File: config.mk
export PLATFORM = sky130hd
export DESIGN_NAME = vga_rect_apb_master
export DESIGN_NICKNAME = d
export VERILOG_FILES = /design/src/rtl/vga_apb_pkg.sv /design/src/rtl/apb_master_port.sv /design/src/rtl/vga_rect_apb_master.sv
export SDC_FILE = /design/constraint.sdc
export NUM_CORES = 1
export LEC_CHECK = 0
export ABC_AREA = 1
export CORE_MARGIN = 2
export CORE_UTILIZATION = 54
export CTS_CLUSTER_DIAMETER = 50
export CTS_CLUSTER_SIZE = 16
export DETAILED_ROUTE_END_ITERATION = 12
export GPL_TIMING_DRIVEN = 0
export HOLD_SLACK_MARGIN = 0.08
export PLACE_DENSITY = 0.88
export SLEW_MARGIN = 20
export SYNTH_ARGS = -nofsm -noshare
export SYNTH_HDL_FRONTEND = slang
export SYNTH_SLANG_ARGS = --single-unit
File: constraint.sdc
create_clock -name clk_i -period 4.8 [get_ports clk_i]
set_input_delay 0.48 -clock clk_i [delete_from_list [all_inputs] [get_ports clk_i]]
set_output_delay 0.48 -clock clk_i [all_outputs]
set_load 0.02 [all_outputs]
File: src/rtl/vga_apb_pkg.sv
// Shared types for the VGA rectangle APB initiator: register offsets, FSM and
// write-selector encodings, and the rectangle command record.
package vga_apb_pkg;

  localparam logic [3:0] ADDR_X     = 4'h0;
  localparam logic [3:0] ADDR_Y     = 4'h4;
  localparam logic [3:0] ADDR_COLOR = 4'h8;
  localparam logic [3:0] ADDR_WE    = 4'hC;

  localparam int RECT_COORD_W = 11;
  localparam int RECT_COLOR_W = 2;

  typedef enum logic [1:0] {IDLE, SETUP, ACCESS, DONE} apb_mst_state_e;

  typedef enum logic [1:0] {WR_COLOR, WR_X, WR_Y, WR_WE} wr_sel_e;

  typedef struct packed {
    logic [RECT_COORD_W-1:0] x0;
    logic [RECT_COORD_W-1:0] y0;
    logic [RECT_COORD_W-1:0] x1;
    logic [RECT_COORD_W-1:0] y1;
    logic [RECT_COLOR_W-1:0] color;
  } rect_cmd_t;

  function automatic logic [3:0] reg_offset(input wr_sel_e sel);
    case (sel)
      WR_COLOR: reg_offset = ADDR_COLOR;
      WR_X:     reg_offset = ADDR_X;
      WR_Y:     reg_offset = ADDR_Y;
      default:  reg_offset = ADDR_WE;
    endcase
  endfunction

endpackage

File: src/rtl/apb_master_port.sv
// APB write initiator: runs SETUP/ACCESS for each requested write and ends a
// command with a one-cycle DONE carrying the error flag. Current state on state_o.
module apb_master_port
  import vga_apb_pkg::*;
#(
  parameter int APB_ADDR_WIDTH = 12,
  parameter int APB_DATA_WIDTH = 32
) (
  input  logic                      clk_i,
  input  logic                      rstn_i,
  input  logic                      start_i,
  input  logic                      last_i,
  input  logic [APB_ADDR_WIDTH-1:0] addr_i,
  input  logic [APB_DATA_WIDTH-1:0] data_i,
  input  logic                      pready_i,
  input  logic                      pslverr_i,
  output logic                      psel_o,
  output logic                      penable_o,
  output logic                      pwrite_o,
  output logic [APB_ADDR_WIDTH-1:0] paddr_o,
  output logic [APB_DATA_WIDTH-1:0] pwdata_o,
  output logic                      idle_o,
  output logic                      ack_o,
  output logic                      done_o,
  output logic                      err_o,
  output apb_mst_state_e            state_o
);

  apb_mst_state_e state_q, state_d;
  logic           err_q, err_d;

  always_ff @(posedge clk_i or negedge rstn_i) begin
    if (!rstn_i) begin
      state_q <= IDLE;
      err_q   <= 1'b0;
    end else begin
      state_q <= state_d;
      err_q   <= err_d;
    end
  end

  // pready/pslverr only matter in ACCESS; a clean ack with last_i ends the command.
  always_comb begin
    state_d = state_q;
    err_d   = err_q;
    case (state_q)
      IDLE: begin
        if (start_i) begin
          state_d = SETUP;
          err_d   = 1'b0;
        end
      end
      SETUP: state_d = ACCESS;
      ACCESS: begin
        if (pready_i) begin
          if (pslverr_i) begin
            state_d = DONE;
            err_d   = 1'b1;
          end else if (last_i) begin
            state_d = DONE;
          end else begin
            state_d = SETUP;
          end
        end
      end
      default: state_d = IDLE;
    endcase
  end

  always_comb begin
    psel_o    = 1'b0;
    penable_o = 1'b0;
    pwrite_o  = 1'b0;
    paddr_o   = '0;
    pwdata_o  = '0;
    idle_o    = 1'b0;
    ack_o     = 1'b0;
    done_o    = 1'b0;
    err_o     = 1'b0;
    case (state_q)
      IDLE: idle_o = 1'b1;
      SETUP: begin
        psel_o   = 1'b1;
        pwrite_o = 1'b1;
        paddr_o  = addr_i;
        pwdata_o = data_i;
      end
      ACCESS: begin
        psel_o    = 1'b1;
        penable_o = 1'b1;
        pwrite_o  = 1'b1;
        paddr_o   = addr_i;
        pwdata_o  = data_i;
        ack_o     = pready_i & ~pslverr_i;
      end
      default: begin
        done_o = 1'b1;
        err_o  = err_q;
      end
    endcase
  end

  assign state_o = state_q;

endmodule

File: src/rtl/vga_rect_apb_master.sv
// Fills a framebuffer rectangle by issuing COLOR then per-pixel X/Y/WE APB writes.
// Option VGA_RECT_ELIDE_EN: write Y only once per row (Y first, then X/WE per pixel).
module vga_rect_apb_master
  import vga_apb_pkg::*;
#(
  parameter int                      APB_ADDR_WIDTH = 12,
  parameter int                      APB_DATA_WIDTH = 32,
  parameter logic [APB_ADDR_WIDTH-1:0] BASE_ADDR    = 12'h000,
  parameter int                      COORD_W        = 11,
  parameter int                      COLOR_W        = 2
) (
  input  logic                      clk_i,
  input  logic                      rstn_i,
  input  logic                      cmd_valid_i,
  output logic                      cmd_ready_o,
  input  logic [COORD_W-1:0]        cmd_x0_i,
  input  logic [COORD_W-1:0]        cmd_y0_i,
  input  logic [COORD_W-1:0]        cmd_x1_i,
  input  logic [COORD_W-1:0]        cmd_y1_i,
  input  logic [COLOR_W-1:0]        cmd_color_i,
  output logic                      busy_o,
  output logic                      done_o,
  output logic                      err_o,
  output logic [APB_ADDR_WIDTH-1:0] apb_paddr_o,
  output logic [APB_DATA_WIDTH-1:0] apb_pwdata_o,
  output logic                      apb_pwrite_o,
  output logic                      apb_psel_o,
  output logic                      apb_penable_o,
  input  logic [APB_DATA_WIDTH-1:0] apb_prdata_i,
  input  logic                      apb_pready_i,
  input  logic                      apb_pslverr_i
);

`ifdef VGA_RECT_ELIDE_EN
  localparam wr_sel_e ROW_START = WR_Y;
`else
  localparam wr_sel_e ROW_START = WR_X;
`endif

  // Command handshake: cmd_valid_i is accepted only while cmd_ready_o is high
  // (port idle); it is not queued while busy.
  logic accept, idle, ack, last;
  logic [APB_ADDR_WIDTH-1:0] wr_addr;
  logic [APB_DATA_WIDTH-1:0] wr_data;
  apb_mst_state_e state_dbg;

  logic [COORD_W-1:0] xmin_q, xmax_q, ymin_q, ymax_q, x_q, y_q;
  logic [COORD_W-1:0] xmin_d, xmax_d, ymin_d, ymax_d, x_d, y_d;
  logic [COLOR_W-1:0] color_q, color_d;
  wr_sel_e            sel_q, sel_d;

  logic unused_prdata;
  assign unused_prdata = ^apb_prdata_i;

  assign cmd_ready_o = idle;
  assign busy_o      = ~idle;
  assign accept      = cmd_valid_i & idle;
  assign last        = (sel_q == WR_WE) && (x_q == xmax_q) && (y_q == ymax_q);

  always_ff @(posedge clk_i or negedge rstn_i) begin
    if (!rstn_i) begin
      xmin_q  <= '0;
      xmax_q  <= '0;
      ymin_q  <= '0;
      ymax_q  <= '0;
      x_q     <= '0;
      y_q     <= '0;
      color_q <= '0;
      sel_q   <= WR_COLOR;
    end else begin
      xmin_q  <= xmin_d;
      xmax_q  <= xmax_d;
      ymin_q  <= ymin_d;
      ymax_q  <= ymax_d;
      x_q     <= x_d;
      y_q     <= y_d;
      color_q <= color_d;
      sel_q   <= sel_d;
    end
  end

  // Raster walk; row/column ends use equality so the top coordinate never wraps.
  always_comb begin
    xmin_d  = xmin_q;
    xmax_d  = xmax_q;
    ymin_d  = ymin_q;
    ymax_d  = ymax_q;
    x_d     = x_q;
    y_d     = y_q;
    color_d = color_q;
    sel_d   = sel_q;
    if (accept) begin
      xmin_d  = (cmd_x0_i <= cmd_x1_i) ? cmd_x0_i : cmd_x1_i;
      xmax_d  = (cmd_x0_i <= cmd_x1_i) ? cmd_x1_i : cmd_x0_i;
      ymin_d  = (cmd_y0_i <= cmd_y1_i) ? cmd_y0_i : cmd_y1_i;
      ymax_d  = (cmd_y0_i <= cmd_y1_i) ? cmd_y1_i : cmd_y0_i;
      x_d     = xmin_d;
      y_d     = ymin_d;
      color_d = cmd_color_i;
      sel_d   = WR_COLOR;
    end else if (ack && !last) begin
      case (sel_q)
        WR_COLOR: sel_d = ROW_START;
`ifdef VGA_RECT_ELIDE_EN
        WR_Y:     sel_d = WR_X;
        WR_X:     sel_d = WR_WE;
`else
        WR_X:     sel_d = WR_Y;
        WR_Y:     sel_d = WR_WE;
`endif
        default: begin
          if (x_q == xmax_q) begin
            x_d   = xmin_q;
            y_d   = y_q + 1'b1;
            sel_d = ROW_START;
          end else begin
            x_d   = x_q + 1'b1;
            sel_d = WR_X;
          end
        end
      endcase
    end
  end

  always_comb begin
    wr_addr = BASE_ADDR + APB_ADDR_WIDTH'(reg_offset(sel_q));
    case (sel_q)
      WR_COLOR: wr_data = APB_DATA_WIDTH'(color_q);
      WR_X:     wr_data = APB_DATA_WIDTH'(x_q);
      WR_Y:     wr_data = APB_DATA_WIDTH'(y_q);
      default:  wr_data = APB_DATA_WIDTH'(1);
    endcase
  end

  apb_master_port #(
    .APB_ADDR_WIDTH (APB_ADDR_WIDTH),
    .APB_DATA_WIDTH (APB_DATA_WIDTH)
  ) u_port (
    .clk_i     (clk_i),
    .rstn_i    (rstn_i),
    .start_i   (accept),
    .last_i    (last),
    .addr_i    (wr_addr),
    .data_i    (wr_data),
    .pready_i  (apb_pready_i),
    .pslverr_i (apb_pslverr_i),
    .psel_o    (apb_psel_o),
    .penable_o (apb_penable_o),
    .pwrite_o  (apb_pwrite_o),
    .paddr_o   (apb_paddr_o),
    .pwdata_o  (apb_pwdata_o),
    .idle_o    (idle),
    .ack_o     (ack),
    .done_o    (done_o),
    .err_o     (err_o),
    .state_o   (state_dbg)
  );

endmodule

==> results summary <==
The via count of the first global-routing pass is 5239. The first global-routing pass estimated 23.71 mm of wire. The number of failing setup endpoints in the final timing report is 0. The number of max-capacitance violations reported came out at 0. The worst setup path is of the reg -> out kind. In the synthesized netlist the async set-or-reset flop fraction comes to 100.0%.

The synthesis warning total came out at 0. Summing the areas of all compound-gate instances in the mapped netlist gives 11.19% of the synthesized area. The total placed instance area came out at 0.006236 mm^2. The total via count in the routed design is 5470. The number of buffers added by the clock tree synthesis step is 9. The core region is 0.009328 mm^2. The worst-case headroom to the max-slew limit is 50.08%. The count of final hold-check violations came out at 0. The worst reg-to-reg setup slack came out at 2470 ps.

The net count reported at finish is 1034. The biggest cell delay along the critical path came out at 660 ps. The vertical extent of the die is 102.5 um. The endpoint identified for the worst register-to-register timing path is xmax_q[1].

The filler cell count in the final layout is 810. The simple-gate area share of the yosys netlist is 32.33%. The share of post-route cells with drive strength above 1 came out at 8.874%. In this run, synthesis inferred 0 flip-flops with an integrated enable. The number of sinks handled by clock tree synthesis is 62. The number of buffers on the longest clock path is 2.

The quantity of gates resized following cts is 0. The floorplan row count is 35. The I/O pin total came out at 134. The top fanout value on the critical path came out at 9.

The total routed wirelength came out at 14.39 mm. The distinct cell type count of the synthesized netlist came out at 35. The initial antenna violation count came to 0. Measured against the total synthesized area, the mux share comes to 0%. The post-synthesis xor/xnor area fraction came out at 3.293%. The worst setup path is launched from a flop. The effective utilization at floorplan is 56.22%.

Power spread over the standard cell area amounts to 483.3 mW/mm^2. The transition time at the pin with the least slew margin came out at 748.8 ps. The cell depth of the worst flop-to-flop path came out at 7.

The floorplan die width came out at 102.5 um. The area growth from synthesis to layout is 23.24%. After synthesis, the largest family of logic cells by area is simple AND/OR/NAND/NOR gates. The minimum clock period after layout is 3159 ps. The slowest stage of the critical path belongs to the cell clkdlybuf4s50_1. After synthesis, the largest area contributor takes up 29.59% of total cell area. The weighted congestion reported at the end of routability-driven placement is 0.9861.

The pin count of the biggest net entering global routing came out at 38. The post-route clock skew came out at 8.844 ps. After detailed routing, the average wire length per cell comes to 13.67 um.

The number of antenna diodes in the final layout is 0. The summed instance area of the synthesized netlist came out at 0.005244 mm^2. The area share of fa/ha/maj cells after synthesis came out at 7.635%. The peak supply drop is 0.0002279 V. The required time of the critical path is 4320 ps. The final design area excluding fillers is 0.006462 mm^2. Setup repair after global routing left no endpoint under its margin. The share of the yosys chip area belonging to registers came out at 29.59%. Adding up every negative setup slack in the final design gives 0 ps. The tightest min-delay check is of the reg -> reg type.

The biggest area contributor in the post-synthesis netlist is dfrtp_1. The total power came out at 3124 uW. The worst setup path endpoint is apb_pwdata_o[9]. By instance count, the cell type seen most on the critical path is inv_1. Port buffering added 70 buffers. The most critical setup path has its startpoint at u_port.state_o[0].

The fmax came out at 316.5 MHz. The worst endpoint data arrival time is 2680 ps. Traced cell by cell, the critical path runs through inv_1, ha_1, inv_1, nor2_1, clkinv_1, a21oi_1, clkdlybuf4s50_1. The total track usage came out at 29.01%. The total grt overflow came out at 0. The average cell area after synthesis came out at 6.506 um^2. TritonCTS built the clock tree. The half-perimeter wire length after placement came out at 10.98 mm.

The number of H-tree levels is 3. The count of antenna-violating nets left after detailed routing came out at 0. Cells fill 69.28% of the core in the end.

The post-route clock period utilization is 65.81%. The element type at the critical path end is an output pin. At the later pin of the worst-skew pair, clock insertion delay measures 350 ps. The first routing iteration left 330 violations. The commonest register cell after synthesis is dfrtp_1. The die covers 0.01051 mm^2. The number of register bits inferred by synthesis is 62.

The iteration count of the initial detailed-routing pass came out at 6. The count of final max-slew check failures is 0. The clock transition at the registers of the reported paths came out at 70 ps. The root buffer cell is clkbuf_8. In the post-synthesis netlist, the biggest area contributors are dfrtp_1 30%, nand2_1 18%, nand3_1 9.4%. The origin of the critical flop-to-flop path is u_port.state_o[0]. The static leakage came out at 0.003441 uW. The final routed DRC violation total came out at 0.

The flow ran to the end, and the final reports show no timing, DRC or antenna violations. The cell count after synthesis is 806. The tightest hold path in the finished design has a slack of 499.1 ps.

The number of vias per cell after detailed routing came out at 5.195.
-- critical path, delay by kind of cell (launching register included) --
kind	cells	cell delay, ps
adder cells (fa/ha/maj)	1	330
buffers and inverters	4	1110
flip-flops	1	420
AO/OA/AOI/OAI	1	310
AND/OR/NAND/NOR	1	150
-- timing repair --
item,CTS,global route
endpoints found under the hold margin,25,0
setup buffers,0,0
hold buffers,1,0
-- synthesized netlist by cell type, types with 2 or more instances --
cell / instances
nand2_1: 255
inv_1: 105
nand3_1: 99
dfrtp_1: 62
o21ai_0: 54
a21oi_1: 47
buf_4: 32
ha_1: 32
nor2_1: 27
clkbuf_1: 15
buf_2: 13
nand4_1: 9
xnor2_1: 9
xor2_1: 7
inv_2: 4
nand2_2: 4
buf_1: 3
buf_6: 3
nand3_2: 3
o22ai_1: 3
clkbuf_2: 2
clkinv_1: 2
nor2_2: 2
o21bai_1: 2
xnor2_2: 2
-- power breakdown --
part	internal [uW]	switching (uW)
clock network	307	206
registers	745	181
logic	644	1040
-- registers in the layout, summed over array words and instances (netlist names) --
name            count
xmin_q             11
color_q             2
xmax_q             11
x_q                11
ymax_q             11
y_q                11
u_port.err_q        1
u_port.state_o      2
sel_q               2
-- metrics by stage --
step                worst slack (ps)  instances
global route                    1477       1053
global placement                1245       1035
finish                          1641       1053
detailed placement              2042       1036
floorplan                       2647        836
CTS                             1659       1053
-- logic make-up after synthesis --
family                     Yosys count
buffers and inverters              179
and+or+nand+nor                    402
AOI/OAI and AO/OA                  112
DFF                                 62
other                                1
xor gates and xnor gates            18
adders and majority gates           32
-- final cells by class --
type | instances | area [um^2] | area share (%)
clock inverter | 3 | 67.56 | 1.045
buffer | 68 | 416.7 | 6.447
sequential | 62 | 1551 | 24.01
inverter | 111 | 416.7 | 6.447
clock buffer | 13 | 148.9 | 2.304
multi-input combinational | 595 | 2972 | 45.98
timing repair buffer | 72 | 728.2 | 11.27
tap | 129 | 161.4 | 2.498
-- worst min-delay path by stage --
| stage | startpoint | endpoint | slack [ps] | cells after the start |
|---|---|---|---|---|
| 6_report | color_q[0] | color_q[0] | 500 | 2 |
| 3_3_place_gp | color_q[0] | color_q[0] | 470 | 2 |
| 5_1_grt | color_q[0] | color_q[0] | 520 | 2 |
| 2_1_floorplan | rstn_i | color_q[0] | 180 | 0 |
| 4_1_cts | u_port.err_q | u_port.err_q | 500 | 2 |
| 3_5_place_dp | rstn_i | xmin_q[5] | 410 | 1 |
-- placed cells by master (no fill, tap or decap), drive strengths merged, types with 2 or more instances in the layout --
cell type and count:
buf 53, nand4 9, nand2 259, clkbuf 30
dfrtp 62, clkdlybuf4s50 69, clkinv 2, conb 31
xor2 7, a21oi 47, o22ai 3, ha 32
nand3 102, o21ai 54, inv 109, bufinv 2
o21bai 3, xnor2 11, nor2 29
-- metal layers --
metal  vias to the layer above  wire length [um]  global-route usage, %
met5                         -                 0                      0
met4                         0               660                  18.56
met3                        55              1094                  3.864
met2                       245              7010                  48.77
met1                      2440              5624                  35.04
li1                       2730                 -                      -
No activity file was read; power rests on OpenSTA's default activity.
